**config.mk**
```make
export PLATFORM = sky130hd
export DESIGN_NAME = encryption_stream
export DESIGN_NICKNAME = d
export VERILOG_FILES = /design/src/rtl/cipher_pkg.sv /design/src/rtl/cipher_fifo.sv /design/src/rtl/encryption_stream.sv
export SDC_FILE = /design/constraint.sdc
export NUM_CORES = 1
export LEC_CHECK = 0
export CORE_MARGIN = 4
export CORE_UTILIZATION = 52
export DETAILED_ROUTE_END_ITERATION = 6
export GPL_TIMING_DRIVEN = 0
export HOLD_SLACK_MARGIN = 0.08
export PLACE_DENSITY = 0.77
export SLEW_MARGIN = 20
export SYNTH_ARGS = -nofsm -noshare
export SYNTH_HDL_FRONTEND = slang
export SYNTH_SLANG_ARGS = --single-unit
```
**constraint.sdc**
```tcl
create_clock -name clk -period 2.93 [get_ports clk]
set_input_delay 0.4395 -clock clk [delete_from_list [all_inputs] [get_ports clk]]
set_output_delay 0.4395 -clock clk [all_outputs]
set_load 0.02 [all_outputs]
```
**src/rtl/cipher_pkg.sv**
```systemverilog
// Shared constants, state type and the character cipher used by the
// encryption/decryption link.
package cipher_pkg;

  localparam logic [8:0] Q          = 9'd225;
  localparam logic [8:0] P          = 9'd227;
  // -Q mod P lifted by one extra P so the 9-bit sum never goes negative.
  localparam logic [8:0] ENC_OFFSET = (P + P) - Q;

  localparam logic [7:0] LOWERCASE_A_CHAR = 8'h61;
  localparam logic [7:0] LOWERCASE_Z_CHAR = 8'h7A;
  localparam logic [7:0] NULL_CHAR        = 8'h00;

  localparam logic [7:0] KEY_MIN = 8'd1;
  localparam logic [7:0] KEY_MAX = 8'd226;

  localparam logic [1:0] MODE_ENCRYPT = 2'b01;
  localparam logic [1:0] MODE_DECRYPT = 2'b11;

  typedef enum logic [1:0] {
    ST_IDLE  = 2'b00,
    ST_RUN   = 2'b01,
    ST_DRAIN = 2'b10
  } state_t;

  function automatic logic [7:0] encrypt_char(input logic [7:0] ptxt, input logic [7:0] key);
    logic [8:0] sum;
    sum = {1'b0, ptxt} + ENC_OFFSET - {1'b0, key};
    if (sum >= P) begin
      return 8'(sum - P);
    end else begin
      return sum[7:0];
    end
  endfunction

endpackage

```
**src/rtl/cipher_fifo.sv**
```systemverilog
// Synchronous byte FIFO with a registered head that reads NULL_CHAR when empty.
// No bypass: a push is refused while full even if a pop happens that cycle.
module cipher_fifo
  import cipher_pkg::*;
#(
  parameter int unsigned DEPTH = 4
) (
  input  logic                       clk,
  input  logic                       rst_n,
  input  logic                       i_push,
  input  logic [7:0]                 i_din,
  input  logic                       i_pop,
  output logic                       o_full,
  output logic                       o_empty,
  output logic [$clog2(DEPTH):0]     o_count,
  output logic [7:0]                 o_head
);

  localparam int unsigned AW = $clog2(DEPTH);
  localparam int unsigned CW = AW + 1;

  logic [7:0]    r_mem [DEPTH];
  logic [AW-1:0] r_wr_ptr;
  logic [AW-1:0] r_rd_ptr;
  logic [CW-1:0] r_count;
  logic [7:0]    r_head;

  logic          w_full;
  logic          w_empty;
  logic          w_push_ok;
  logic          w_pop_ok;
  logic [AW-1:0] w_rd_nxt;
  logic [CW-1:0] w_count_nxt;
  logic [7:0]    w_head_nxt;

  assign w_full    = (r_count == CW'(DEPTH));
  assign w_empty   = (r_count == '0);
  assign w_push_ok = i_push && !w_full;
  assign w_pop_ok  = i_pop && !w_empty;

  // The head register is loaded with whatever entry will be at the front next cycle.
  always_comb begin
    w_rd_nxt    = r_rd_ptr;
    w_count_nxt = r_count;
    w_head_nxt  = NULL_CHAR;
    if (w_pop_ok) begin
      w_rd_nxt = r_rd_ptr + AW'(1);
    end else begin
      w_rd_nxt = r_rd_ptr;
    end
    case ({w_push_ok, w_pop_ok})
      2'b10:   w_count_nxt = r_count + CW'(1);
      2'b01:   w_count_nxt = r_count - CW'(1);
      default: w_count_nxt = r_count;
    endcase
    if (w_count_nxt == '0) begin
      w_head_nxt = NULL_CHAR;
    end else if (w_push_ok && (w_rd_nxt == r_wr_ptr)) begin
      w_head_nxt = i_din;
    end else begin
      w_head_nxt = r_mem[w_rd_nxt];
    end
  end

  always_ff @(posedge clk or negedge rst_n) begin
    if (!rst_n) begin
      for (int i = 0; i < int'(DEPTH); i++) begin
        r_mem[i] <= NULL_CHAR;
      end
      r_wr_ptr <= '0;
      r_rd_ptr <= '0;
      r_count  <= '0;
      r_head   <= NULL_CHAR;
    end else begin
      if (w_push_ok) begin
        r_mem[r_wr_ptr] <= i_din;
        r_wr_ptr        <= r_wr_ptr + AW'(1);
      end
      r_rd_ptr <= w_rd_nxt;
      r_count  <= w_count_nxt;
      r_head   <= w_head_nxt;
    end
  end

  assign o_full  = w_full;
  assign o_empty = w_empty;
  assign o_count = r_count;
  assign o_head  = r_head;

endmodule

```
**src/rtl/encryption_stream.sv**
```systemverilog
// Streaming lowercase-text encryptor: latches a key per message, encrypts
// handshaken characters and buffers ciphertext toward the consumer.
module encryption_stream
  import cipher_pkg::*;
#(
  parameter int unsigned FIFO_DEPTH = 4
) (
  input  logic       clk,
  input  logic       rst_n,
  input  logic [1:0] mode,
  input  logic       start,
  input  logic [7:0] secret_key,
  input  logic       ptxt_valid,
  input  logic [7:0] ptxt_char,
  output logic       ptxt_ready,
  output logic       ctxt_valid,
  output logic [7:0] ctxt_char,
  input  logic       ctxt_ready,
  output logic       err_invalid_seckey,
  output logic       err_invalid_ptxt_char,
  output logic       busy
);

  localparam int unsigned CW = $clog2(FIFO_DEPTH) + 1;

  state_t        r_state;
  state_t        w_state_nxt;
  logic [7:0]    r_key;
  logic          r_err_seckey;
  logic          r_err_ptxt;

  logic          w_ptxt_ready;
  logic          w_key_load;
  logic          w_key_bad;
  logic          w_key_legal;
  logic          w_is_lower;
  logic          w_handshake;
  logic          w_push;
  logic          w_pop;
  logic [7:0]    w_ctxt_byte;
  logic          w_full;
  logic          w_empty;
  logic [CW-1:0] w_count;
  logic [7:0]    w_head;

  assign w_key_legal = (secret_key >= KEY_MIN) && (secret_key <= KEY_MAX);
  assign w_is_lower  = (ptxt_char >= LOWERCASE_A_CHAR) && (ptxt_char <= LOWERCASE_Z_CHAR);
  assign w_handshake = ptxt_valid && w_ptxt_ready;
  assign w_push      = w_handshake && w_is_lower;
  assign w_pop       = !w_empty && ctxt_ready;
  assign w_ctxt_byte = encrypt_char(ptxt_char, r_key);

  always_comb begin
    w_state_nxt  = r_state;
    w_ptxt_ready = 1'b0;
    w_key_load   = 1'b0;
    w_key_bad    = 1'b0;
    case (r_state)
      ST_IDLE: begin
        if (start && (mode == MODE_ENCRYPT)) begin
          if (w_key_legal) begin
            w_key_load  = 1'b1;
            w_state_nxt = ST_RUN;
          end else begin
            w_key_bad   = 1'b1;
            w_state_nxt = ST_IDLE;
          end
        end else begin
          w_state_nxt = ST_IDLE;
        end
      end
      ST_RUN: begin
        w_ptxt_ready = !w_full;
        if (mode != MODE_ENCRYPT) begin
          w_state_nxt = ST_DRAIN;
        end else begin
          w_state_nxt = ST_RUN;
        end
      end
      ST_DRAIN: begin
        // Leaves one cycle after the buffer has emptied.
        if (w_count == '0) begin
          w_state_nxt = ST_IDLE;
        end else begin
          w_state_nxt = ST_DRAIN;
        end
      end
      default: begin
        w_state_nxt = ST_IDLE;
      end
    endcase
  end

  always_ff @(posedge clk or negedge rst_n) begin
    if (!rst_n) begin
      r_state <= ST_IDLE;
    end else begin
      r_state <= w_state_nxt;
    end
  end

  always_ff @(posedge clk or negedge rst_n) begin
    if (!rst_n) begin
      r_key        <= 8'h00;
      r_err_seckey <= 1'b0;
    end else if (w_key_load) begin
      r_key        <= secret_key;
      r_err_seckey <= 1'b0;
    end else if (w_key_bad) begin
      r_err_seckey <= 1'b1;
    end
  end

  always_ff @(posedge clk or negedge rst_n) begin
    if (!rst_n) begin
      r_err_ptxt <= 1'b0;
    end else begin
      r_err_ptxt <= w_handshake && !w_is_lower;
    end
  end

  cipher_fifo #(
    .DEPTH (FIFO_DEPTH)
  ) u_fifo (
    .clk     (clk),
    .rst_n   (rst_n),
    .i_push  (w_push),
    .i_din   (w_ctxt_byte),
    .i_pop   (w_pop),
    .o_full  (w_full),
    .o_empty (w_empty),
    .o_count (w_count),
    .o_head  (w_head)
  );

  assign ptxt_ready            = w_ptxt_ready;
  assign ctxt_valid            = !w_empty;
  assign ctxt_char             = w_head;
  assign err_invalid_seckey    = r_err_seckey;
  assign err_invalid_ptxt_char = r_err_ptxt;
  assign busy                  = (r_state != ST_IDLE);

endmodule
```
==> impl_metrics.csv, run 1 <==
group,metric,value,unit
sta,drv_slew,0,
cells_and_area,post-route-util,71.4,%
sta,max-slew-margin-rel,52.7,%
clock_tree,htree_levels,3,
power_and_ir_drop,ir_drop,0.987,mV
setup_path,crit_start,"r_key[1]",
cells_and_area,finalNonFillerCells,464,
setup_path,crit_end,"u_fifo.r_mem[13]",
setup_path,endpoint_kind,"register",
setup_path,crit_fanout,5,
drt,via_per_inst,5.66,
logic_synthesis,ys_seq_elements,59,
logic_synthesis,async_flop_share,100,%
power_and_ir_drop,p_leak,2.08,nW
cells_and_area,final.fill_count,438,
power_and_ir_drop,powerDensity,1290,mW/mm²
sta,finClkSkew,7.96,ps
sta,post-route-period-util,98.6,%
placed_design,post_dp_cell_area,0.00394,mm²
sta,layout_setup_ws,40.3,ps
clock_tree,root_buffer,"clkbuf_8",
logic_synthesis,synthTopCellsByCount,"59 x dfrtp_1, 39 x inv_1, 36 x nand2_1",
grt,grt_first_pass_wirelength,12.4,mm
logic_synthesis,synth_edf_count,0,
sta,fin_tns_setup,0,ps
setup_path,crit_type,"register to register",
die,design.die.area,0.00809,mm²
clock_tree,cts_buffer_depth,2,
setup_path,path_buf_inv,4,
setup_path,ff2ff_setup_slack,40,ps
placed_design,dp_cells,433,
drt,first_pass_iters,4,
logic_synthesis,synth_top_cell_area_share,42.3,%
clock_tree,path_clk_slew,70,ps
setup_path,slowest_delay,430,ps
setup_path,slowest_stage,"dfrtp_1",
logic_synthesis,synth_ff_type,"dfrtp_1",
clock_tree,clkLatencyLatePin,340,ps
power_and_ir_drop,power,5.93,mW
clock_tree,cts_tree,"yes",
drt,ant_nets,0,
die,die_h,89.9,µm
sta,tightest_slew,709,ps
setup_path,critPathRequiredTime,3150,ps
drt,initialDrtViolationCount,123,
logic_synthesis,syn_nets,367,
grt,grt_overflow_total,0,
drt,routedWlPerCell,15.9,µm
placed_design,io_buffers,35,
logic_synthesis,synth_seq_area_share,42.3,%
setup_path,cp_top_family,"adder cells",
sta,grt_setup_unrepaired,"true",
cells_and_area,antenna_cells_inserted,0,
flow_run,cap_violations,0,
sta,holdWs,147,ps
die,start_util,54.4,%
sta,fin_crit,2890,ps
logic_synthesis,synth_area_leader_cell,"dfrtp_1",
logic_synthesis,syn_area,0.00349,mm²
cells_and_area,fin_area,0.00459,mm²
die,die_w,89.9,µm
setup_path,cp_cell_sequence,"ha_4, inv_4, ha_4, inv_2, fa_2, nand2b_4, a2111o_1, o211ai_4, buf_6, nand2_1, a21boi_2, mux2i_2, buf_4, mux2_2",
setup_path,reg2reg_from,"r_key[1]",
cells_and_area,drive_gt1_share,35.1,%
die,design.core.area,0.00642,mm²
status,outcome,"complete, no violations",
cells_and_area,nets,428,
worst_hold_path,hold_path_class,"input port to asynchronous set/reset pin",
die,num_rows,29,
setup_path,rr_worst_depth,14,
logic_synthesis,synth_cell_type_count,57,
logic_synthesis,yosys-top-cells-area,"dfrtp_1 42%, mux2_2 7.7%, ha_1 7.5%",
drt,vias,2624,
sta,fmax,346,MHz
sta,hold_violations,0,
die,io_pins,36,
grt,grt_pass1_vias,2677,
setup_path,cp.depth,14,
logic_synthesis,syn_avg_cell_area,10.9,µm²
clock_tree,numCtsBuffers,9,
grt,grtUsageTotal,19.0,%
grt,antenna_found_initial,0,
clock_tree,clock_sinks,59,
grt,grt_start_max_net_pins,60,
setup_path,r2r_end,"u_fifo.r_mem[13]",
cells_and_area,syn_to_final_growth,31.4,%
setup_path,cpMostUsedCell,"ha_4",
placed_design,gp_congestion,0.754,
setup_path,startpoint_type,"register",
setup_path,arrival,3110,ps
placed_design,pre_cts_ws,-884,ps
placed_design,dp_hpwl,4.91,mm
sta,setup_viol,0,
logic_synthesis,yosysWarnings,0,
logic_synthesis,yosysMostFrequentCell,"dfrtp_1",
drt,drc,0,
logic_synthesis,netlist_instances,321,
drt,wl,7.37,mm
cells by family (layout without fill, tap and decap cells):
kind of cell	count (synthesis)	after routing	synth area share (%)
compound gates	59	59	12.9
xor+xnor	14	14	4.70
fa+ha+maj	23	23	8.67
buf+inv	47	113	5.13
flops	59	59	42.3
mux	35	35	14.2
simple gates	84	84	12.1
state kept, by name, indices dropped and copies added, names as in the netlist:
register,flops
u_fifo.r_mem,32
r_key,8
u_fifo.o_head,8
u_fifo.o_count,3
r_state,2
u_fifo.r_rd_ptr,2
u_fifo.r_wr_ptr,2
err_invalid_ptxt_char,1
err_invalid_seckey,1
repair_timing:
item	in CTS	in global routing
hold buffers	0	0
buffers inserted	8	8
endpoints found under the setup margin	40	40
cloned	0	0
endpoints found under the hold margin	0	0
gates resized for setup	41	39
pin swaps	23	26
cell usage in the layout, fill, tap and decap left out, drive strengths merged, types with 3 or more instances in the layout:
cell           count
dfrtp             59
inv               40
nand2             38
clkdlybuf4s50     26
mux2              24
o21ai             22
ha                21
clkbuf            19
buf               18
nand3             10
nor2              10
a21oi             10
xnor2              9
mux4               8
nor2b              5
o2bb2ai            5
a21o               5
xor2               5
or3                4
nand3b             3
o22ai              3
dlymetal6s2s       3
mux2i              3
report_power, final:
part / internal (mW) / total [mW] / switching [mW] / leakage [nW]
clock network: 0.524 / 0.844 / 0.320 / 0.113
logic: 1.87 / 3.95 / 2.08 / 1.18
registers: 1.00 / 1.14 / 0.135 / 0.784
total: 3.40 / 5.93 / 2.53 / 2.08
cell type report:
type / instances / area, µm² / area share, %
buffer: 6 / 30.0 / 0.655
clock buffer: 12 / 155 / 3.38
clock inverter: 4 / 72.6 / 1.58
inverter: 40 / 153 / 3.33
multi-input combinational: 215 / 2130 / 46.5
sequential: 59 / 1480 / 32.2
tap: 77 / 96.3 / 2.10
timing repair buffer: 51 / 470 / 10.3
per-layer routing:
metal	vias up	part of all wire, %	global-route usage (%)
li1	1242	-	-
met1	1296	41	22.1
met4	0	2.4	7.65
met3	20	3.9	4.84
met5	-	0	0
met2	66	53	33.6
worst min path at each step:
stage,from,endpoint,slack (ps),cells after the start
after floorplan,rst_n,err_invalid_ptxt_char,140,0
after global placement,u_fifo.r_mem[28],u_fifo.r_mem[28],450,2
after detailed placement,u_fifo.r_mem[4],u_fifo.r_mem[4],470,2
after CTS,rst_n,u_fifo.o_count[1],170,1
after global routing,rst_n,u_fifo.o_count[0],200,1
final,rst_n,u_fifo.o_count[1],150,1
No activity file was read; power rests on OpenSTA's default activity.
==> run 2: changes to the inputs <==
- CORE_UTILIZATION: 52 -> 60
- CTS_CLUSTER_SIZE: not set -> 14
- PLACE_DENSITY: 0.77 -> 0.84
- clock period: 2.93 -> 3.68 ns (I/O delays scaled with it)
==> impl_metrics.csv, run 2 (same netlist as run 1, synthesis figures left out) <==
group,metric,value,unit
clock_tree,root_buffer,"clkbuf_8",
setup_path,startpoint_type,"input port",
sta,fin_tns_setup,0,ps
power_and_ir_drop,power,3.89,mW
worst_hold_path,hold_path_class,"input port to asynchronous set/reset pin",
sta,fmax,288,MHz
clock_tree,numCtsBuffers,9,
power_and_ir_drop,powerDensity,936,mW/mm²
cells_and_area,nets,413,
sta,tightest_slew,735,ps
die,die_w,84.3,µm
grt,grtUsageTotal,21.9,%
cells_and_area,post-route-util,74.5,%
clock_tree,cts_tree,"yes",
power_and_ir_drop,p_switching,1.76,mW
placed_design,dp_hpwl,5.10,mm
placed_design,gp_congestion,0.786,
power_and_ir_drop,power.share.clock,15.4,%
cells_and_area,final.fill_count,370,
sta,drv_slew,0,
cells_and_area,syn_to_final_growth,19.0,%
cells_and_area,antenna_cells_inserted,0,
clock_tree,clkLatencyLatePin,340,ps
clock_tree,cts_buffer_depth,2,
die,design.core.area,0.00557,mm²
die,start_util,62.6,%
clock_tree,htree_levels,3,
die,io_pins,36,
sta,hold_violations,0,
grt,grt_pass1_vias,2639,
power_and_ir_drop,pwr-share-seq,23.1,%
drt,drc,0,
setup_path,crit_fanout,5,
cells_and_area,final_cell_mix,"59 x dfrtp_1, 39 x inv_1, 36 x nand2_1",
power_and_ir_drop,p_leak,1.92,nW
cells_and_area,layout_commonest_cell,"dfrtp_1",
sta,max-slew-margin-rel,51.0,%
power_and_ir_drop,sw_frac_of_total,45.2,%
die,design.die.area,0.00710,mm²
cells_and_area,drive_gt1_share,21.2,%
drt,ant_nets,0,
power_and_ir_drop,p_int,2.13,mW
drt,via_per_inst,5.65,
placed_design,io_buffers,35,
clock_tree,clock_sinks,59,
grt,grt_overflow_total,0,
drt,wl,7.02,mm
sta,setup_viol,0,
die,num_rows,27,
sta,holdWs,274,ps
clock_tree,path_clk_slew,70,ps
setup_path,rr_worst_depth,12,
sta,finClkSkew,8.00,ps
flow_run,cap_violations,0,
grt,antenna_found_initial,0,
drt,initialDrtViolationCount,115,
grt,grt_first_pass_wirelength,12.4,mm
sta,fin_crit,3470,ps
status,outcome,"complete, no violations",
power_and_ir_drop,ir_drop,0.821,mV
die,die_h,84.3,µm
sta,post-route-period-util,94.4,%
setup_path,endpoint_kind,"register",
setup_path,arrival,3660,ps
cells_and_area,largest_register,"u_fifo.r_mem",
grt,grt_start_max_net_pins,60,
setup_path,critPathRequiredTime,3870,ps
drt,vias,2509,
power_and_ir_drop,comb_power_share,61.5,%
cells_and_area,largest_reg_flops,32,
drt,first_pass_iters,4,
clock_tree,post_cts_buffers,0,
setup_path,crit_type,"input port to register",
drt,routedWlPerCell,15.8,µm
run 2: power groups by stage:
stage                     Combinational [mW]  Clock [mW]  Sequential (mW)
after floorplan                         1.80           0            0.910
after global placement                  2.25           0            0.900
after detailed placement                2.33           0            0.908
after CTS                               2.36       0.606            0.898
after global routing                    2.67       0.636            0.915
final                                   2.39       0.598            0.897
run 2: critical path: stages:
cell and delay, ps:
clkdlybuf4s50_1 480, inv_1 60, ha_1 280, inv_1 60
ha_1 160, inv_1 60, fa_1 420, nand2b_1 200
a2111o_1 390, o211ai_2 150, o2111ai_4 230, a21oi_2 200
xnor2_1 240, o21ai_0 180
run 2: worst paths after layout:
path | from | to | slack (ps)
worst max-delay path | ptxt_char[1] | u_fifo.r_mem[19] | 210
worst min-delay path | rst_n | u_fifo.r_wr_ptr[0] | 270
worst max register to register | r_key[1] | u_fifo.r_mem[19] | 580
worst min register to register | u_fifo.r_mem[11] | u_fifo.r_mem[11] | 480
max in group asynchronous | rst_n | u_fifo.r_mem[14] | 2920
min in group clk | u_fifo.r_mem[11] | u_fifo.r_mem[11] | 480
run 2: cell type report:
cell class,count,area [µm²],area share (%)
buffer,7,28.8,0.693
clock buffer,10,138,3.31
clock inverter,6,63.8,1.54
inverter,40,150,3.61
multi-input combinational,215,1860,44.8
sequential,59,1480,35.5
tap,72,90.1,2.17
timing repair buffer,35,348,8.37
run 2: timing repair:
action,CTS,global route
gates resized for setup,0,5
endpoints found under the setup margin,0,20
hold buffers,0,0
run 2: per-stage QoR:
stage          setup slack, ps  instance area, µm²  std cells
2_1_floorplan              594                3490        321
3_3_place_gp              -183                3930        428
3_5_place_dp              -279                3930        428
4_1_cts                   22.2                4130        444
5_1_grt                  -32.4                4160        444
6_report                   206                4160        444
run 2: layer usage:
metal,routed length [µm],vias up,track usage [%]
met3,240,13,4.81
met4,108,0,7.60
met2,3660,48,38.5
li1,-,1210,-
met1,3010,1238,26.5
met5,0,-,0
==> run 3: changes to the inputs <==
- SLEW_MARGIN: 20 -> not set
==> impl_metrics.csv, run 3 (same netlist as run 1, synthesis figures left out) <==
group,metric,value,unit
power_and_ir_drop,comb_power_share,61.8,%
cells_and_area,nets,414,
placed_design,io_buffers,35,
clock_tree,clkLatencyLatePin,330,ps
cells_and_area,drive_gt1_share,21.2,%
cells_and_area,post-route-util,74.9,%
sta,post-route-period-util,94.2,%
clock_tree,root_buffer,"clkbuf_8",
sta,finClkSkew,4.93,ps
cells_and_area,multi_input_area,0.00186,mm²
sta,fmax,289,MHz
setup_path,cpMostUsedCell,"inv_1",
cells_and_area,layout_commonest_cell,"dfrtp_1",
power_and_ir_drop,pwr-share-seq,22.8,%
setup_path,ff2ff_setup_slack,580,ps
cells_and_area,syn_to_final_growth,19.6,%
cells_and_area,final.fill_count,366,
drt,wl,6.99,mm
sta,grt_setup_unrepaired,"false",
setup_path,crit_type,"input port to register",
grt,grt_start_max_net_pins,43,
drt,first_pass_iters,4,
drt,drc,0,
cells_and_area,largest_reg_flops,32,
sta,setup_viol,0,
die,start_util,62.6,%
cells_and_area,final_cell_mix,"59 x dfrtp_1, 39 x inv_1, 36 x nand2_1",
power_and_ir_drop,p_leak,1.93,nW
clock_tree,htree_levels,3,
setup_path,slowest_delay,480,ps
die,io_pins,36,
setup_path,cp_top_family,"compound AO/OA/AOI/OAI gates",
grt,grt_first_pass_wirelength,12.1,mm
power_and_ir_drop,p_int,2.16,mW
sta,fin_crit,3470,ps
setup_path,rr_worst_depth,14,
sta,tightest_slew,610,ps
clock_tree,path_clk_slew,70,ps
cells_and_area,largest_register,"u_fifo.r_mem",
grt,antenna_found_initial,0,
power_and_ir_drop,ir_drop,0.817,mV
setup_path,crit_fanout,5,
grt,grtUsageTotal,21.1,%
clock_tree,numCtsBuffers,9,
drt,initialDrtViolationCount,107,
power_and_ir_drop,powerDensity,941,mW/mm²
sta,drv_slew,0,
drt,via_per_inst,5.67,
drt,ant_nets,0,
worst_hold_path,hold_path_class,"input port to asynchronous set/reset pin",
grt,grt_overflow_total,0,
grt,grt_pass1_vias,2630,
die,design.die.area,0.00710,mm²
clock_tree,clock_sinks,59,
setup_path,path_buf_inv,4,
setup_path,cp_cell_sequence,"clkdlybuf4s50_1, inv_1, ha_1, inv_1, ha_1, inv_1, fa_1, nand2b_1, a2111o_1, o211ai_2, o2111ai_4, nand2_4, mux2i_4, o21ai_0",
die,num_rows,27,
sta,max-slew-margin-rel,59.3,%
power_and_ir_drop,sw_frac_of_total,44.9,%
drt,routedWlPerCell,15.7,µm
die,die_w,84.3,µm
die,die_h,84.3,µm
setup_path,slowest_stage,"clkdlybuf4s50_1",
placed_design,dp_hpwl,5.16,mm
setup_path,r2r_end,"u_fifo.o_head[5]",
die,design.core.area,0.00557,mm²
power_and_ir_drop,p_switching,1.76,mW
setup_path,arrival,3660,ps
cells_and_area,antenna_cells_inserted,0,
setup_path,reg2reg_from,"r_state[1]",
sta,hold_violations,0,
setup_path,critPathRequiredTime,3870,ps
flow_run,cap_violations,0,
cells_and_area,regArea,0.00148,mm²
placed_design,gp_congestion,0.786,
setup_path,startpoint_type,"input port",
drt,vias,2522,
clock_tree,cts_buffer_depth,2,
status,outcome,"complete, no violations",
power_and_ir_drop,power.share.clock,15.3,%
sta,holdWs,159,ps
power_and_ir_drop,power,3.93,mW
setup_path,endpoint_kind,"register",
clock_tree,cts_tree,"yes",
[run 3: cell count changes in the layout (fill, tap and decap cells not counted), sizes merged]
cell,change
buf,+1
[run 3: cell type report]
type	instances	share of cell area (%)
buffer	7	0.689
clock buffer	10	3.30
clock inverter	6	1.53
inverter	40	3.60
multi-input combinational	215	44.6
sequential	59	35.4
tap	72	2.16
timing repair buffer	36	8.75
[run 3: through the flow]
stage	cell area, µm²	cells	setup TNS, ps	worst slack [ps]
after global placement	3930	428	-1780	-183
final	4170	445	0	214
after global routing	4170	445	0	15.5
after floorplan	3490	321	0	594
after detailed placement	3950	429	-3650	-267
after CTS	4150	445	0	48.4
[run 3: power groups by stage]
| stage | clock network (mW) | logic [mW] | registers [mW] |
|---|---|---|---|
| floorplan | 0 | 1.80 | 0.910 |
| global placement | 0 | 2.25 | 0.900 |
| detailed placement | 0 | 2.33 | 0.907 |
| CTS | 0.613 | 2.35 | 0.897 |
| global route | 0.642 | 2.71 | 0.914 |
| finish | 0.602 | 2.43 | 0.897 |
[run 3: worst max-delay path by stage]
| stage | startpoint | end | slack, ps | cells past startpoint |
|---|---|---|---|---|
| after floorplan | ptxt_char[1] | u_fifo.r_mem[10] | 590 | 13 |
| after global placement | ptxt_char[4] | u_fifo.o_head[6] | -180 | 16 |
| after detailed placement | ptxt_char[7] | u_fifo.o_head[5] | -270 | 16 |
| after CTS | ptxt_char[3] | u_fifo.o_head[5] | 50 | 16 |
| after global routing | ptxt_char[1] | u_fifo.r_mem[26] | 20 | 14 |
| final | ptxt_char[1] | u_fifo.r_mem[9] | 210 | 14 |
[run 3: repair_timing]
action                                  in CTS  in global routing
endpoints found under the setup margin       0                 14
hold buffers                                 0                  0
resized for setup                            0                  4
setup buffers                                0                  0
[run 3: layer usage]
metal  track usage [%]  part of all wire (%)
met2              36.9                    52
met1              26.1                    43
met5                 0                     0
met4              6.43                   1.7
met3              4.61                   3.5
